--- src/rtl/wb_gpio_debounce_pkg.sv ---
// Shared constants for the Wishbone GPIO/debounce peripheral.
// Register byte offsets are also consumed by the firmware header generator.
package wb_gpio_debounce_pkg;

  localparam int unsigned WB_AW = 32;
  localparam int unsigned WB_DW = 32;

  // Byte offsets of the 4-word register window
  localparam logic [3:0] REG_LED_OFS  = 4'h0;
  localparam logic [3:0] REG_BTN_OFS  = 4'h4;
  localparam logic [3:0] REG_STAT_OFS = 4'h8;
  localparam logic [3:0] REG_IEN_OFS  = 4'hC;

endpackage

--- src/rtl/wb_gpio_debounce_if.sv ---
// Wishbone slave bus bundle for the GPIO peripheral.
//  i_wb_cyc/i_wb_stb/i_wb_we  request qualifiers (master -> slave)
//  i_wb_addr/i_wb_data        byte address and write data
//  o_wb_ack/o_wb_stall        completion and flow control (slave -> master)
//  o_wb_data                  read data, valid with o_wb_ack
interface wb_gpio_debounce_if;
  import wb_gpio_debounce_pkg::*;

  logic             i_wb_cyc;
  logic             i_wb_stb;
  logic             i_wb_we;
  logic [WB_AW-1:0] i_wb_addr;
  logic [WB_DW-1:0] i_wb_data;
  logic             o_wb_ack;
  logic             o_wb_stall;
  logic [WB_DW-1:0] o_wb_data;

  modport master (
    output i_wb_cyc, i_wb_stb, i_wb_we, i_wb_addr, i_wb_data,
    input  o_wb_ack, o_wb_stall, o_wb_data
  );

  modport slave (
    input  i_wb_cyc, i_wb_stb, i_wb_we, i_wb_addr, i_wb_data,
    output o_wb_ack, o_wb_stall, o_wb_data
  );
endinterface

--- src/rtl/wb_gpio_debounce_debouncer.sv ---
// Single-bit input conditioner: 2-flop synchroniser followed by a stability counter.
//  clk, reset  clock and synchronous active-high reset
//  din         raw asynchronous input
//  dout        debounced level, follows din after DEBOUNCE_CYCLES stable cycles
module gpio_debouncer #(
  parameter int unsigned DEBOUNCE_CYCLES = 1000
) (
  input  logic clk,
  input  logic reset,
  input  logic din,
  output logic dout
);

  localparam int unsigned CNT_W = $clog2(DEBOUNCE_CYCLES + 1);
  localparam logic [CNT_W-1:0] CNT_LAST = CNT_W'(DEBOUNCE_CYCLES - 1);

  logic [1:0]       sync_q;
  logic [CNT_W-1:0] cnt_q;

  // Any cycle where the synchronised input matches dout restarts the count,
  // so glitches shorter than DEBOUNCE_CYCLES never propagate.
  always_ff @(posedge clk) begin
    if (reset) begin
      sync_q <= '0;
      cnt_q  <= '0;
      dout   <= 1'b0;
    end else begin
      sync_q <= {sync_q[0], din};
      if (sync_q[1] == dout) begin
        cnt_q <= '0;
      end else if (cnt_q == CNT_LAST) begin
        dout  <= sync_q[1];
        cnt_q <= '0;
      end else begin
        cnt_q <= cnt_q + CNT_W'(1);
      end
    end
  end

endmodule

--- src/rtl/wb_gpio_debounce.sv ---
// Wishbone GPIO peripheral: LED outputs, debounced buttons, W1C rising-edge
// status and a maskable level interrupt.
//  clk, reset  clock and synchronous active-high reset
//  wb          Wishbone slave port (registered ack and read data, stall tied 0)
//  buttons     raw asynchronous button inputs
//  leds        LED drive register
//  irq         |(STAT & IEN), registered
module wb_gpio_debounce
  import wb_gpio_debounce_pkg::*;
#(
  parameter logic [31:0] BASE_ADDRESS    = 32'h3000_0000,
  parameter int unsigned NUM_LEDS        = 8,
  parameter int unsigned NUM_BUTTONS     = 8,
  parameter int unsigned DEBOUNCE_CYCLES = 1000
) (
  input  logic                   clk,
  input  logic                   reset,
  wb_gpio_debounce_if.slave      wb,
  input  logic [NUM_BUTTONS-1:0] buttons,
  output logic [NUM_LEDS-1:0]    leds,
  output logic                   irq
);

  logic [NUM_BUTTONS-1:0] btn_db;
  logic [NUM_BUTTONS-1:0] btn_prev_q;
  logic [NUM_BUTTONS-1:0] stat_q;
  logic [NUM_BUTTONS-1:0] ien_q;
  logic [NUM_BUTTONS-1:0] rise_c;
  logic [NUM_BUTTONS-1:0] stat_vis_c;
  logic                   ack_q;
  logic [WB_DW-1:0]       rdata_q;
  logic                   hit_c;
  logic [WB_DW-1:0]       rdata_c;
  logic                   unused_data_c;

  // One conditioner per button
  for (genvar i = 0; i < int'(NUM_BUTTONS); i++) begin : g_btn
    gpio_debouncer #(
      .DEBOUNCE_CYCLES(DEBOUNCE_CYCLES)
    ) u_deb (
      .clk   (clk),
      .reset (reset),
      .din   (buttons[i]),
      .dout  (btn_db[i])
    );
  end

  // A new rising edge is reported in STAT the same cycle BTN shows it;
  // it is folded into stat_q at the next edge, where it beats a W1C clear.
  assign rise_c     = btn_db & ~btn_prev_q;
  assign stat_vis_c = stat_q | rise_c;

  // Address decode and read mux; only aligned words of the window hit
  always_comb begin
    hit_c   = 1'b0;
    rdata_c = '0;
    if (wb.i_wb_cyc && wb.i_wb_stb && (wb.i_wb_addr[31:4] == BASE_ADDRESS[31:4])) begin
      case (wb.i_wb_addr[3:0])
        REG_LED_OFS:  begin hit_c = 1'b1; rdata_c = WB_DW'(leds);       end
        REG_BTN_OFS:  begin hit_c = 1'b1; rdata_c = WB_DW'(btn_db);     end
        REG_STAT_OFS: begin hit_c = 1'b1; rdata_c = WB_DW'(stat_vis_c); end
        REG_IEN_OFS:  begin hit_c = 1'b1; rdata_c = WB_DW'(ien_q);      end
        default:      ;
      endcase
    end
  end

  // Register file, bus response and interrupt
  always_ff @(posedge clk) begin
    if (reset) begin
      leds       <= '0;
      stat_q     <= '0;
      ien_q      <= '0;
      btn_prev_q <= '0;
      irq        <= 1'b0;
      ack_q      <= 1'b0;
      rdata_q    <= '0;
    end else begin
      ack_q      <= hit_c;
      btn_prev_q <= btn_db;
      irq        <= |(stat_vis_c & ien_q);
      stat_q     <= stat_vis_c;
      if (hit_c && !wb.i_wb_we) begin
        rdata_q <= rdata_c;
      end
      if (hit_c && wb.i_wb_we) begin
        case (wb.i_wb_addr[3:0])
          REG_LED_OFS:  leds   <= wb.i_wb_data[NUM_LEDS-1:0];
          REG_STAT_OFS: stat_q <= (stat_q & ~wb.i_wb_data[NUM_BUTTONS-1:0]) | rise_c;
          REG_IEN_OFS:  ien_q  <= wb.i_wb_data[NUM_BUTTONS-1:0];
          default:      ;
        endcase
      end
    end
  end

  assign wb.o_wb_ack   = ack_q;
  assign wb.o_wb_data  = rdata_q;
  assign wb.o_wb_stall = 1'b0;

  // Upper write-data bits beyond the register widths carry no meaning
  assign unused_data_c = ^wb.i_wb_data;

endmodule
--- src/flat_wrapper.sv ---
// flat-port wrapper written by rule: the top's interface ports become plain ports
module wb_gpio_debounce_flat import wb_gpio_debounce_pkg::*;
#(
  parameter logic [31:0] BASE_ADDRESS    = 32'h3000_0000,
  parameter int unsigned NUM_LEDS        = 8,
  parameter int unsigned NUM_BUTTONS     = 8,
  parameter int unsigned DEBOUNCE_CYCLES = 1000
)
  (clk, reset, buttons, leds, irq, wb_i_wb_cyc, wb_i_wb_stb, wb_i_wb_we, wb_i_wb_addr, wb_i_wb_data, wb_o_wb_ack, wb_o_wb_stall, wb_o_wb_data);
  wb_gpio_debounce_if wb_i ();
  input  logic clk;
  input  logic reset;
  input  logic [NUM_BUTTONS-1:0] buttons;
  output logic [NUM_LEDS-1:0] leds;
  output logic irq;
  input wire logic [$bits(wb_i.i_wb_cyc)-1:0] wb_i_wb_cyc;
  input wire logic [$bits(wb_i.i_wb_stb)-1:0] wb_i_wb_stb;
  input wire logic [$bits(wb_i.i_wb_we)-1:0] wb_i_wb_we;
  input wire logic [$bits(wb_i.i_wb_addr)-1:0] wb_i_wb_addr;
  input wire logic [$bits(wb_i.i_wb_data)-1:0] wb_i_wb_data;
  output wire logic [$bits(wb_i.o_wb_ack)-1:0] wb_o_wb_ack;
  output wire logic [$bits(wb_i.o_wb_stall)-1:0] wb_o_wb_stall;
  output wire logic [$bits(wb_i.o_wb_data)-1:0] wb_o_wb_data;
  assign wb_i.i_wb_cyc = wb_i_wb_cyc;
  assign wb_i.i_wb_stb = wb_i_wb_stb;
  assign wb_i.i_wb_we = wb_i_wb_we;
  assign wb_i.i_wb_addr = wb_i_wb_addr;
  assign wb_i.i_wb_data = wb_i_wb_data;
  assign wb_o_wb_ack = wb_i.o_wb_ack;
  assign wb_o_wb_stall = wb_i.o_wb_stall;
  assign wb_o_wb_data = wb_i.o_wb_data;
  wb_gpio_debounce #(.BASE_ADDRESS(BASE_ADDRESS), .NUM_LEDS(NUM_LEDS), .NUM_BUTTONS(NUM_BUTTONS), .DEBOUNCE_CYCLES(DEBOUNCE_CYCLES)) u_core (.clk(clk), .reset(reset), .wb(wb_i), .buttons(buttons), .leds(leds), .irq(irq));
endmodule
--- config.mk ---
export PLATFORM = sky130hd
export DESIGN_NAME = wb_gpio_debounce_flat
export DESIGN_NICKNAME = d
export VERILOG_FILES = /design/src/rtl/wb_gpio_debounce_pkg.sv /design/src/rtl/wb_gpio_debounce_if.sv /design/src/rtl/wb_gpio_debounce_debouncer.sv /design/src/rtl/wb_gpio_debounce.sv /design/src/flat_wrapper.sv
export SDC_FILE = /design/constraint.sdc
export NUM_CORES = 1
export LEC_CHECK = 0
export BUFFER_PORTS_ARGS = -buffer_cell sky130_fd_sc_hd__buf_2
export CAP_MARGIN = 20
export CORE_MARGIN = 8
export CORE_UTILIZATION = 50
export CTS_CLUSTER_DIAMETER = 50
export DETAILED_ROUTE_END_ITERATION = 12
export PLACE_DENSITY = 0.73
export SYNTH_ARGS = -nofsm -noshare
export SYNTH_HDL_FRONTEND = slang
export SYNTH_SLANG_ARGS = --single-unit
--- constraint.sdc ---
create_clock -name clk -period 1.9 [get_ports clk]
set_input_delay 0 -clock clk [delete_from_list [all_inputs] [get_ports clk]]
set_output_delay 0 -clock clk [all_outputs]
set_load 0.02 [all_outputs]
==> flow_summary.toml, run 1 <==
[run_status]
outcome = "finished, final reports clean"

[synthesis]
synthTopCellsByArea = "dfxtp_1 (46%), xnor2_1 (6.4%), mux2i_1 (6.2%)"
synth_seq_cells = 146
synth.top_cell.area_share = 0.455
ys.flop_type = "dfxtp_1"
ys_seq_area_frac = 0.455
yosysWarnings = 0
synth_compound_area_frac = 0.0400
synth_area_sq_um = 6420
synth_edf_count = 0
synth.area.mux_share = 0.0624
synth_top_family_by_area = "simple AND/OR/NAND/NOR gates"
synthArstFlopShare = 0
synth_simple_gate_area_frac = 0.282
synth_cells = 684
synth_xor_area_frac = 0.0983
syn_area_per_cell_sq_um = 9.38
yosys.area.top_type = "dfxtp_1"
ys_types = 41
synthAdderAreaFrac = 0.0156
post-synth-top-count-cell = "dfxtp_1"
netlist_top_cells_count = "dfxtp_1 (146), nor2_1 (104), nand2b_1 (50)"

[setup_path]
crit_slowest_cell = "or4_1"
worst_setup_path_start_kind = "register"
critPathCaptureType = "register"
cpMostUsedCell = "nand2_1"
max_stage_delay_ps = 560
crit_type = "reg -> reg"
worstPathCellList = "ha_1, nand2_1, or4_1, nand2_1, nor2_1"
crit_path_max_fanout = 9
arrival_ps = 2010
cp.required_ps = 2190

[die]
chipHeight_um = 129
fp.dieW_um = 129
design.core.area_sq_um = 12600
io_pins = 120
start_util = 0.511
die_area_sq_um = 16700
row_count = 41

[min_path]
min_path_type = "in -> reg"

[power]
p_per_area_nw_per_um2 = 898
p_leak_nw = 2.90
vdd_drop_max_v = 0.000797

[global_routing]
grt_use_total = 0.159
first_global_vias = 4952
grt_first_pass_wirelength_mm = 21.6
grt_antenna_before_repair = 0
grt_max_degree = 39
overflow = 0

[sta]
fmax_mhz = 581
min_period_over_period = 0.906
setup_slack_ps = 179
hold_viol = 0
final.min_clock_period_ps = 1720
hold-worst-slack_ps = 101
rsz0062_at_grt = "false"
setup_tns_ps = 0
drv_slew = 0
skew_ps = 5.42
setup_viol = 0

[finish]
fin_nets = 874
area_delta_synth_final_pct = 21.5
utilization = 0.620
layout.cells.non_filler = 974
drive_gt1_frac = 0.158
n_antenna_cell = 0

[drt]
ant_nets = 0
wire_per_inst_um = 13.1
dr.pass1.iters = 6
vias = 4814
wirelength_mm = 12.8
via_per_inst = 4.94
drc = 0
drt_iter0_drc = 211

[placed_design]
place_hpwl_mm = 9.16
dp_slack_ps = 185
gp_congestion = 0.806
dp_cells = 919
portBuffers = 70

[clock_network]
clockBufferDepth = 2
clock_latency_ps = 410
numCtsBuffers = 17
cts_resized = 0
path_clk_slew_ps = 60
tritoncts = "built"
h-tree-depth = 4
clkSinkCount = 146
clockRootBuffer = "clkbuf_16"

[flow_run]
cap_violations = 0
[per-stage QoR]
stage,cell area (sq um),power [mW]
5_1_grt,7800,7.21
6_report,7800,7.00
2_1_floorplan,6510,3.35
3_5_place_dp,6920,3.42
3_3_place_gp,6920,3.41
4_1_cts,7800,7.07
[final cells by class]
class                           instances  area (sq um)
Timing Repair Buffer                  103           668
Sequential cell                       146          2920
Clock inverter                         14           211
Tap cell                              172           215
Fill cell                            1039          4770
Inverter                               11          41.3
Multi-Input combinational cell        510          3300
Clock buffer                           18           439
[state kept, by name, summed over array words and instances (netlist names)]
name                       cells
u_core.wb.o_wb_ack             1
u_core.stat_q                  8
u_core.g_btn.u_deb.dout        8
u_core.g_btn.u_deb.sync_q     16
u_core.ien_q                   8
u_core.irq                     1
u_core.g_btn.u_deb.cnt_q      80
u_core.wb.o_wb_data            8
u_core.btn_prev_q              8
u_core.leds                    8
[kinds of logic after synthesis]
logic type / count (synthesis)
AOI/OAI and AO/OA: 36
and+or+nand+nor: 329
adders and majority gates: 8
other: 1
DFF: 146
xor gates and xnor gates: 72
buffers and inverters: 52
muxes: 40
[worst paths after layout]
| kind | startpoint | end | slack (ps) | depth (start not counted) |
|---|---|---|---|---|
| worst max-delay path | u_core.g_btn[6].u_deb.cnt_q[0]$_SDFF_PP0_ | u_core.g_btn[6].u_deb.cnt_q[2]$_SDFF_PP0_ | 180 | 5 |
| worst min-delay path | wb_i_wb_we | u_core.wb.o_wb_data[2]$_SDFFE_PP0P_ | 100 | 4 |
| worst max register to register | u_core.g_btn[6].u_deb.cnt_q[0]$_SDFF_PP0_ | u_core.g_btn[6].u_deb.cnt_q[2]$_SDFF_PP0_ | 180 | 5 |
| worst min register to register | u_core.g_btn[4].u_deb.cnt_q[0]$_SDFF_PP0_ | u_core.g_btn[4].u_deb.cnt_q[0]$_SDFF_PP0_ | 440 | 1 |
[cells in the final DEF, fill, tap and decap left out, types with 6 or more instances in the layout]
master | synthesis | routed
inv_1 | 11 | 11
nand4_1 | 14 | 14
xnor2_1 | 47 | 47
nor2b_1 | 27 | 27
nand2b_1 | 50 | 50
conb_1 | 1 | 25
buf_2 | 2 | 70
buf_4 | 25 | 9
nor2_1 | 104 | 104
and2_1 | 8 | 8
ha_1 | 8 | 8
nor3_1 | 26 | 26
and3_1 | 8 | 8
o211ai_1 | 6 | 6
nand3_1 | 17 | 17
a31oi_1 | 11 | 11
nand2_1 | 48 | 48
or4_1 | 6 | 6
dlygate4sd3_1 | 0 | 23
xor2_1 | 25 | 25
nor4_4 | 8 | 8
mux2i_1 | 40 | 40
clkbuf_16 | 0 | 17
dfxtp_1 | 146 | 146
[timing repair]
item                                   4_1_cts  5_1_grt
hold buffers                                23        0
endpoints found under the hold margin       37        0
buffers inserted                             0        0
[where the power goes]
group          switching, mW  total, mW  internal (mW)  leakage, nW
sequential            0.0104       3.09           3.08         1.18
clock                   1.25       3.61           2.36        0.316
combinational          0.169      0.296          0.127         1.40
total                   1.43       7.00           5.57         2.90
[critical path: cells and delay by family, from the launching register on]
kind	cells	cell delay [ps]
adders and majority gates	1	220
DFF	1	360
and+or+nand+nor	4	1020
[layer usage]
layer	wire (um)	global-route usage
met1	5700	0.178
met2	6160	0.277
met3	815	0.0555
met4	114	0.0470
met5	0	0
(Power assumes the default switching activity.)
==> run 2, diff against run 1 <==
--- a/config.mk
+++ b/config.mk
@@ -11,6 +11,7 @@
 export CORE_UTILIZATION = 50
 export CTS_CLUSTER_DIAMETER = 50
 export DETAILED_ROUTE_END_ITERATION = 12
+export HOLD_SLACK_MARGIN = 0.15
 export PLACE_DENSITY = 0.73
 export SYNTH_ARGS = -nofsm -noshare
 export SYNTH_HDL_FRONTEND = slang
==> flow_summary.toml, run 2 (synthesis gave the netlist of run 1 again) <==
[setup_path]
r2r_end = "u_core.g_btn[6].u_deb.cnt_q[2]$_SDFF_PP0_"
cp.required_ps = 2250
crit_path_max_fanout = 23
regToRegSetupSlack_ps = 180
crit_type = "in -> reg"
r2r_start = "u_core.g_btn[6].u_deb.cnt_q[0]$_SDFF_PP0_"
critPathCaptureType = "register"
worst_setup_path_start_kind = "input port"
r2r_cells = 5
arrival_ps = 2090

[finish]
fin_nets = 880
fillers = 1036
area_delta_synth_final_pct = 22.4
top_regs = "u_core.g_btn.u_deb.cnt_q x80, u_core.g_btn.u_deb.sync_q x16"
final_common_cell = "dfxtp_1"
drive_gt1_frac = 0.157
layout_common_cells = "dfxtp_1 (146), nor2_1 (104), buf_2 (70)"
n_antenna_cell = 0
top_register = "u_core.g_btn.u_deb.cnt_q"
largest_reg_flops = 80

[sta]
fmax_mhz = 573
setup_viol = 0
final.min_clock_period_ps = 1740
min_period_over_period = 0.918
drv_slew = 0
hold-worst-slack_ps = 176
setup_slack_ps = 155
setup_tns_ps = 0
skew_ps = 16.8
rsz0062_at_grt = "false"
hold_viol = 0

[drt]
via_per_inst = 4.93
dr.pass1.iters = 5
wire_per_inst_um = 13.2
drt_iter0_drc = 218
ant_nets = 0
wirelength_mm = 13.0
drc = 0
vias = 4833

[die]
start_util = 0.511
design.core.area_sq_um = 12600
row_count = 41
io_pins = 120
chipHeight_um = 129
fp.dieW_um = 129
die_area_sq_um = 16700

[placed_design]
portBuffers = 70
dp_slack_ps = 185
place_hpwl_mm = 9.16
gp_congestion = 0.806

[run_status]
outcome = "finished, final reports clean"

[clock_network]
path_clk_slew_ps = 60
clockBufferDepth = 2
clock_latency_ps = 410
h-tree-depth = 4
tritoncts = "built"
clkSinkCount = 146
numCtsBuffers = 17
clockRootBuffer = "clkbuf_16"

[power]
p_leak_nw = 2.93
p_per_area_nw_per_um2 = 892
vdd_drop_max_v = 0.000801
power_mw = 7.01

[global_routing]
grt_first_pass_wirelength_mm = 21.8
grt_max_degree = 39
grt_antenna_before_repair = 0
overflow = 0
first_global_vias = 5000
grt_use_total = 0.161

[min_path]
worstHoldEndpoint = "u_core.wb.o_wb_data[1]$_SDFFE_PP0P_"
min_path_type = "in -> reg"
hold_start = "wb_i_wb_addr[2]"
holdPathStages = 3

[flow_run]
cap_violations = 0
-- run 2: repair_timing --
action,CTS,global route
hold buffers,29,0
gates resized for setup,0,0
endpoints found under the hold margin,48,0
buffers inserted,0,0
-- run 2: per-stage QoR --
step	utilization	std cells	instance area (sq um)
finish	0.625	980	7860
global route	0.625	980	7860
CTS	0.625	980	7860
detailed placement	0.550	919	6920
global placement	0.550	919	6920
floorplan	-	708	6510
-- run 2: how the worst max path moves through the flow --
stage | to | start | slack (ps) | cells past startpoint
5_1_grt | u_core.g_btn[6].u_deb.cnt_q[2]$_SDFF_PP0_ | u_core.g_btn[6].u_deb.cnt_q[0]$_SDFF_PP0_ | 40 | 5
3_5_place_dp | u_core.g_btn[6].u_deb.cnt_q[2]$_SDFF_PP0_ | u_core.g_btn[6].u_deb.cnt_q[0]$_SDFF_PP0_ | 190 | 5
3_3_place_gp | u_core.g_btn[6].u_deb.cnt_q[9]$_SDFF_PP0_ | u_core.g_btn[6].u_deb.cnt_q[0]$_SDFF_PP0_ | 260 | 5
4_1_cts | u_core.g_btn[6].u_deb.cnt_q[2]$_SDFF_PP0_ | u_core.g_btn[6].u_deb.cnt_q[0]$_SDFF_PP0_ | 170 | 5
6_report | u_core.wb.o_wb_data[3]$_SDFFE_PP0P_ | reset | 160 | 7
2_1_floorplan | u_core.g_btn[6].u_deb.cnt_q[2]$_SDFF_PP0_ | u_core.g_btn[6].u_deb.cnt_q[0]$_SDFF_PP0_ | 390 | 5
-- run 2: critical path, stage by stage --
cell           delay [ps]
dlygate4sd3_1         530
buf_2                 260
nor3_1                180
buf_4                 200
dlygate4sd3_1         650
o211ai_1              120
mux2i_1               140
-- run 2: final cells by class --
class	instances	area, sq um	area share
clock inverter	14	211	0.0269
tap	172	215	0.0274
sequential	146	2920	0.372
inverter	11	41.3	0.00525
timing repair buffer	109	728	0.0927
clock buffer	18	439	0.0559
multi-input combinational	510	3300	0.420
-- run 2: report_power, final --
| part | total, mW | internal, mW | switching (mW) | leakage [nW] |
|---|---|---|---|---|
| logic | 0.303 | 0.132 | 0.171 | 1.44 |
| registers | 3.09 | 3.08 | 0.0105 | 1.18 |
| clock network | 3.61 | 2.36 | 1.25 | 0.316 |
-- run 2: per-layer routing --
metal | vias to the layer above | track usage | wire, um
met5 | - | 0 | 0
met4 | 0 | 0.0470 | 74
met3 | 6 | 0.0559 | 814
met2 | 115 | 0.281 | 6280
met1 | 2241 | 0.180 | 5800
li1 | 2471 | - | -
==> run 3, diff against run 2 <==
--- a/config.mk
+++ b/config.mk
@@ -13,6 +13,7 @@
 export DETAILED_ROUTE_END_ITERATION = 12
 export HOLD_SLACK_MARGIN = 0.15
 export PLACE_DENSITY = 0.73
+export RECOVER_POWER = 100
 export SYNTH_ARGS = -nofsm -noshare
 export SYNTH_HDL_FRONTEND = slang
 export SYNTH_SLANG_ARGS = --single-unit
==> flow_summary.toml, run 3 (synthesis gave the netlist of run 1 again) <==
[global_routing]
use_met1 = 0.180
grt_max_degree = 39
overflow = 0
grt_use_met3 = 0.0559
busiest_layer = "met2"
met2_usage = 0.281
grt_use_total = 0.161
grt_antenna_before_repair = 0
first_global_vias = 5000
grt_first_pass_wirelength_mm = 21.8

[setup_path]
cpMostUsedCell = "dlygate4sd3_1"
r2r_cells = 5
crit_slowest_cell = "dlygate4sd3_1"
timing.critical_path.depth = 7
cp.required_ps = 2240
max_stage_delay_ps = 670
critPathCaptureType = "register"
r2r_start = "u_core.g_btn[6].u_deb.cnt_q[0]$_SDFF_PP0_"
cp-endpoint = "u_core.wb.o_wb_data[3]$_SDFFE_PP0P_"
crit_type = "in -> reg"
cp-startpoint = "reset"
worstPathCellList = "dlygate4sd3_1, buf_2, nor3_1, clkbuf_2, dlygate4sd3_1, o211ai_1, mux2i_1"
r2r_end = "u_core.g_btn[6].u_deb.cnt_q[2]$_SDFF_PP0_"
worst-path-buf-inv = 4
crit_path_max_fanout = 23
regToRegSetupSlack_ps = 180
arrival_ps = 2130
cp_top_family = "buffers and inverters"
worst_setup_path_start_kind = "input port"

[die]
chipHeight_um = 129
fp.dieW_um = 129
die_area_sq_um = 16700
design.core.area_sq_um = 12600
row_count = 41
start_util = 0.511
io_pins = 120

[clock_network]
numCtsBuffers = 17
h-tree-depth = 4
clock_latency_ps = 410
clockBufferDepth = 2
clockRootBuffer = "clkbuf_16"
path_clk_slew_ps = 60
tritoncts = "built"
post_cts_buffers = 0
clkSinkCount = 146
cts_resized = 0

[drt]
vias = 4859
via_per_inst = 4.96
drt_iter0_drc = 200
wire_per_inst_um = 13.2
ant_nets = 0
drc = 0
wirelength_mm = 12.9
dr.pass1.iters = 5

[sta]
setup_viol = 0
hold-worst-slack_ps = 175
setup_slack_ps = 116
setup_tns_ps = 0
rsz0062_at_grt = "false"
worst_slew_margin_rel = 0.564
min_period_over_period = 0.939
skew_ps = 6.03
hold_viol = 0
fmax_mhz = 561
worst_slew_pin_slew_ps = 653
final.min_clock_period_ps = 1780
drv_slew = 0

[finish]
layout_common_cells = "dfxtp_1 (146), nor2_1 (104), buf_2 (52)"
final_common_cell = "dfxtp_1"
top_register = "u_core.g_btn.u_deb.cnt_q"
n_antenna_cell = 0
area_delta_synth_final_pct = 21.1
top_regs = "u_core.g_btn.u_deb.cnt_q x80, u_core.g_btn.u_deb.sync_q x16"
finalInstanceArea_sq_um = 7770
drive_gt1_frac = 0.127
fin_nets = 880
utilization = 0.618
largest_reg_flops = 80

[placed_design]
gp_congestion = 0.806
dpl-instance-area_sq_um = 6920
place_hpwl_mm = 9.16
portBuffers = 70
dp_slack_ps = 185

[run_status]
outcome = "finished, final reports clean"

[power]
clkPwrFrac = 0.516
p_leak_nw = 2.81
comb_power_share = 0.042
power.internal_mw = 5.57
sw_frac_of_total = 0.205
seq_power_share = 0.442
p_per_area_nw_per_um2 = 902
p_switching_mw = 1.44
vdd_drop_max_v = 0.000800

[flow_run]
cap_violations = 0

[min_path]
min_path_type = "in -> reg"
[run 3: worst min-delay path by stage]
stage	start	to	slack [ps]	depth (start not counted)
6_report	wb_i_wb_addr[2]	u_core.wb.o_wb_data[1]$_SDFFE_PP0P_	180	3
5_1_grt	wb_i_wb_addr[2]	u_core.wb.o_wb_data[1]$_SDFFE_PP0P_	180	3
4_1_cts	wb_i_wb_addr[2]	u_core.wb.o_wb_data[3]$_SDFFE_PP0P_	160	3
3_5_place_dp	wb_i_wb_data[3]	u_core.stat_q[3]$_SDFF_PP0_	210	2
3_3_place_gp	wb_i_wb_data[3]	u_core.stat_q[3]$_SDFF_PP0_	200	2
2_1_floorplan	wb_i_wb_data[3]	u_core.stat_q[3]$_SDFF_PP0_	100	1
[run 3: layout make-up]
class / instances / area (sq um)
fill: 1063 / 4800
inverter: 11 / 41.3
clock buffer: 18 / 439
tap: 172 / 215
sequential: 146 / 2920
clock inverter: 14 / 211
multi-input combinational: 510 / 3260
timing repair buffer: 109 / 676
[run 3: worst min-delay path, delay by kind of cell]
kind	cells	cell delay, ps
AO/OA/AOI/OAI	1	230
multiplexers	1	70
buffers and inverters	1	230
[run 3: through the flow]
stage,std cells,total power [mW]
3_5_place_dp,919,3.42
6_report,980,7.01
2_1_floorplan,708,3.35
3_3_place_gp,919,3.41
5_1_grt,980,7.21
4_1_cts,980,7.08
[run 3: timing repair]
action / CTS / global route
endpoints found under the hold margin: 48 / 0
hold buffers: 29 / 0
setup endpoints to repair: 0 / 0
[run 3: routing by layer]
metal | vias up | wire length [um]
li1 | 2474 | -
met1 | 2254 | 5780
met2 | 123 | 6240
met3 | 8 | 810
met4 | 0 | 112
met5 | - | 0
[run 3: power by group through the flow]
| stage | clock [mW] | sequential, mW | combinational (mW) |
|---|---|---|---|
| after global placement | 0 | 3.16 | 0.255 |
| after global routing | 3.80 | 3.09 | 0.320 |
| after floorplan | 0 | 3.16 | 0.197 |
| final | 3.62 | 3.09 | 0.294 |
| after detailed placement | 0 | 3.16 | 0.261 |
| after CTS | 3.68 | 3.09 | 0.302 |
